### src/rtl/booth_mult_seq.sv
// Sequential radix-2 Booth multiplier for signed or unsigned operands.
// Takes one Booth step per cycle over WIDTH+1 extended bits.
// The result is registered on the last step and held until the next completion.
module booth_mult_seq #(
  parameter int unsigned WIDTH = 8
) (
  input  logic               clk,
  input  logic               rst,
  input  logic               start,
  input  logic               signed_mode,
  input  logic [WIDTH-1:0]   a,
  input  logic [WIDTH-1:0]   b,
  output logic               ready,
  output logic               busy,
  output logic               done,
  output logic [2*WIDTH-1:0] prod
);

  localparam int unsigned EW = WIDTH + 1;
  localparam int unsigned CW = $clog2(WIDTH + 2);

  typedef enum logic [1:0] {
    IDLE = 2'd0,
    CALC = 2'd1,
    DONE = 2'd2
  } state_t;

  state_t        state;
  state_t        state_nx;
  logic [EW-1:0] acc;
  logic [EW-1:0] q;
  logic [EW-1:0] m;
  logic          q_m1;
  logic [CW-1:0] cnt;

  logic [EW-1:0] ext_a;
  logic [EW-1:0] ext_b;
  logic [EW-1:0] acc_op;
  logic [EW-1:0] acc_sh;
  logic [EW-1:0] q_sh;
  logic          last;

  // Operand extension, then one Booth add/sub followed by the arithmetic right shift
  always_comb begin
    ext_a  = {signed_mode & a[WIDTH-1], a};
    ext_b  = {signed_mode & b[WIDTH-1], b};
    acc_op = acc;
    case ({q[0], q_m1})
      2'b01:   acc_op = acc + m;
      2'b10:   acc_op = acc - m;
      default: acc_op = acc;
    endcase
    acc_sh = {acc_op[EW-1], acc_op[EW-1:1]};
    q_sh   = {acc_op[0], q[EW-1:1]};
    last   = (state == CALC) && (cnt == CW'(WIDTH));
  end

  // State register
  always_ff @(posedge clk) begin
    if (rst) state <= IDLE;
    else     state <= state_nx;
  end

  // Next-state logic
  always_comb begin
    state_nx = state;
    case (state)
      IDLE:    if (start) state_nx = CALC;
      CALC:    if (last)  state_nx = DONE;
      DONE:    state_nx = IDLE;
      default: state_nx = IDLE;
    endcase
  end

  // Status outputs are pure decodes of the state register
  always_comb begin
    ready = 1'b0;
    busy  = 1'b0;
    done  = 1'b0;
    case (state)
      IDLE:    ready = 1'b1;
      CALC:    busy  = 1'b1;
      DONE:    done  = 1'b1;
      default: ready = 1'b0;
    endcase
  end

  // Working registers: load on accepted start, step in CALC, capture result on the last step
  always_ff @(posedge clk) begin
    if (rst) begin
      acc  <= '0;
      q    <= '0;
      q_m1 <= 1'b0;
      m    <= '0;
      cnt  <= '0;
      prod <= '0;
    end else begin
      case (state)
        IDLE: begin
          if (start) begin
            acc  <= '0;
            q    <= ext_b;
            q_m1 <= 1'b0;
            m    <= ext_a;
            cnt  <= '0;
          end
        end
        CALC: begin
          acc  <= acc_sh;
          q    <= q_sh;
          q_m1 <= q[0];
          cnt  <= cnt + CW'(1);
          if (last) prod <= {acc_sh[WIDTH-2:0], q_sh};
        end
        default: begin
        end
      endcase
    end
  end

endmodule

### config.mk
export PLATFORM = sky130hd
export DESIGN_NAME = booth_mult_seq
export DESIGN_NICKNAME = d
export VERILOG_FILES = /design/src/rtl/booth_mult_seq.sv
export SDC_FILE = /design/constraint.sdc
export NUM_CORES = 1
export LEC_CHECK = 0
export BUFFER_PORTS_ARGS = -buffer_cell sky130_fd_sc_hd__clkbuf_2
export CORE_ASPECT_RATIO = 0.5
export CORE_MARGIN = 2
export CORE_UTILIZATION = 56
export DETAILED_ROUTE_END_ITERATION = 7
export PLACE_DENSITY = 0.79
export REMOVE_ABC_BUFFERS = 1
export SYNTH_ARGS = -nofsm -noshare
export SYNTH_HDL_FRONTEND = slang
export SYNTH_SLANG_ARGS = --single-unit
### constraint.sdc
create_clock -name clk -period 3.8 [get_ports clk]
set_input_delay 0.57 -clock clk [delete_from_list [all_inputs] [get_ports clk]]
set_output_delay 0.57 -clock clk [all_outputs]
set_load 0.05 [all_outputs]
==> impl_metrics.tcl <==
set metrics [dict create \
    numCtsBuffers 5 \
    hold_path_end "prod[8]$_SDFFE_PP0P_" \
    worst-path-buf-inv 1 \
    fin_nets 373 \
    ir_worst_vdd_mv 0.214 \
    ioPinCount 39 \
    yosysMostFrequentCell "nand2_1" \
    antenna_cells 0 \
    worst-setup-path-type "reg -> reg" \
    hpwl_um 3940 \
    antenna_found_initial 0 \
    min_period_ps 2810 \
    critPathMaxStageDelay_ps 400 \
    drt_first_pass_iters 4 \
    syn_avg_cell_area_sq_um 7.92 \
    synth_cells 313 \
    ys.flop_type "dfxtp_1" \
    required_ps 4020 \
    powerDensity_nw_per_um2 423 \
    io_buffer_count 38 \
    hp-start "prod[8]$_SDFFE_PP0P_" \
    rsz0062_at_grt "no" \
    met1_usage 0.305 \
    grt_pass1_wl_um 9450 \
    die_w_um 98.1 \
    r2r-start "m[0]$_SDFFE_PP0P_" \
    crit_slowest_cell "dfxtp_1" \
    drc_errors 0 \
    reg2reg_slack_ps 990 \
    die_h_um 51.1 \
    finClkSkew_ps 4.15 \
    cts.sink_count 49 \
    slew_headroom 0.332 \
    use_met3 0.0438 \
    wl_per_cell_um 14.6 \
    critPathArrivalTime_ps 3030 \
    root_buffer "clkbuf_8" \
    post_cts_buffers 0 \
    worst_pin_slew_ps 1000 \
    synth_area_sq_um 2480 \
    cts_tree "yes" \
    drt-total-wl_um 5790 \
    use_met2 0.401 \
    worst-r2r-cell-count 10 \
    worst_r2r_endpoint "prod[15]$_SDFFE_PP0P_" \
    worstHoldPathType "reg -> reg" \
    grt_pass1_vias 2140 \
    synth_top_area_frac 0.396 \
    grt_busiest_layer "met2" \
    path_clk_slew_ps 90 \
    via_count 2336 \
    clockBufferDepth 2 \
    total_power_mw 1.18 \
    die-area_sq_um 5010 \
    area_growth_pct 12.2 \
    via_per_inst 5.88 \
    worst-path-max-fanout 6 \
    synth_edf_count 0 \
    post_cts_resized 0 \
    synth_seq_cells 49 \
    seq_area_frac_synth 0.396 \
    grt-ovfl-total 0 \
    cp_top_family "compound AO/OA/AOI/OAI gates" \
    insertion_delay_ps 310 \
    fin_crit_sh 0.741 \
    hold_path_depth 2 \
    drtIter0Drc 120 \
    hold_violations 0 \
    max_freq_mhz 355 \
    num_rows 17 \
    grt_usage 0.239 \
    setup_viol 0 \
    ys_top_cells_by_count "nand2_1, dfxtp_1, a21oi_1" \
    synth.distinct_cells 46 \
    synth_area_leader_cell "dfxtp_1" \
    synthArstFlopShare 0 \
    place_congestion 0.871 \
    crit_chain "inv_1, ha_1, a21oi_1, xnor2_1, ha_1, a21o_1, or3_1, o221a_1, or3_1, o31ai_1" \
    maxCapViolCount 0 \
    cts_hold_buf 0 \
    status "finished, final reports clean" \
    htree_levels 2 \
    nFillCells 376 \
    tns_ps 0 \
    endpoint_kind "flip-flop" \
    drive_above_1_share 0.153 \
    maxSlewViolCount 0 \
    yosysWarnings 0 \
    yosys-top-cells-area "dfxtp_1, a21oi_1, nand2_1" \
    core-area_sq_um 4320 \
    grt_max_degree 53 \
    ant_nets 0 \
    power_leakage_nw 1.07 \
    initial_core_util 0.574 \
    cp-start-kind "flip-flop" \
]
-- power breakdown --
group | switching, mW | internal (mW) | total [mW] | leakage [nW]
clock network | 0.176 | 0.192 | 0.368 | 0.0540
registers | 0.0182 | 0.532 | 0.550 | 0.398
logic | 0.154 | 0.104 | 0.258 | 0.620
-- state kept, by name, summed over array words and instances, names as in the netlist --
name   cells
q_m1       1
q          9
m          9
state      2
prod      16
acc        8
cnt        4
-- cells by family after synthesis --
kind of cell	Yosys count	synth area share
DFF	49	0.396
and+or+nand+nor	122	0.228
AOI/OAI and AO/OA	84	0.209
buffers and inverters	31	0.0469
xor gates and xnor gates	10	0.0353
muxes	4	0.0167
adders and majority gates	13	0.0686
-- layout by cell type, fill, tap and decap left out, types with 2 or more instances in the layout --
cell type / count
o21a_1: 5
o31ai_1: 2
nand3b_1: 3
o32ai_1: 2
dfxtp_1: 49
nor2_1: 17
o21ai_0: 5
or3_1: 5
inv_1: 11
ha_1: 12
a22oi_1: 8
nand3_1: 10
a21oi_1: 46
a31oi_1: 2
xnor2_1: 9
or2_2: 3
nor3_1: 9
mux2i_1: 3
nand2_1: 59
nand2b_1: 2
clkbuf_8: 5
nor2b_1: 5
a311oi_1: 4
o211ai_1: 2
clkbuf_2: 38
-- metrics by stage --
| step | setup slack, ps | instances | hold slack, ps | utilization | instance area [sq um] |
|---|---|---|---|---|---|
| detailed placement | 1030 | 390 | 446 | 0.620 | 2680 |
| CTS | 988 | 397 | 457 | 0.644 | 2780 |
| floorplan | 1240 | 294 | 438 | - | 2410 |
| global route | 746 | 397 | 470 | 0.644 | 2780 |
| finish | 986 | 397 | 456 | 0.644 | 2780 |
| global placement | 1120 | 390 | 443 | 0.620 | 2680 |
-- metal layers --
layer,share of wire,wire length [um],up-vias
met4,0.018,106,0
met2,0.46,2640,77
li1,-,-,1148
met1,0.46,2650,1099
met5,0,0,-
met3,0.067,386,12
-- worst max path at each step --
stage	start	cells past startpoint	slack [ps]	endpoint
finish	m[0]$_SDFFE_PP0P_	10	990	prod[15]$_SDFFE_PP0P_
floorplan	m[0]$_SDFFE_PP0P_	10	1240	acc[6]$_SDFFE_PP0P_
CTS	m[0]$_SDFFE_PP0P_	10	990	prod[15]$_SDFFE_PP0P_
global route	m[0]$_SDFFE_PP0P_	10	750	acc[6]$_SDFFE_PP0P_
global placement	m[0]$_SDFFE_PP0P_	10	1120	prod[15]$_SDFFE_PP0P_
detailed placement	m[0]$_SDFFE_PP0P_	10	1030	prod[15]$_SDFFE_PP0P_
-- area by class of cell --
cell class                      count  area, sq um  share of cell area
Tap cell                           57         71.3              0.0256
Sequential cell                    49          981               0.353
Clock buffer                        5         68.8              0.0247
Timing Repair Buffer               39          198              0.0711
Clock inverter                      2         35.0              0.0126
Multi-Input combinational cell    233         1380               0.497
Inverter                           12         45.0              0.0162
-- worst min-delay path, cell delays in order (launching register included) --
cell	delay, ps
dfxtp_1	320
nand2_1	50
a21oi_1	50
Note: power is estimated with default switching activity, not from simulation.
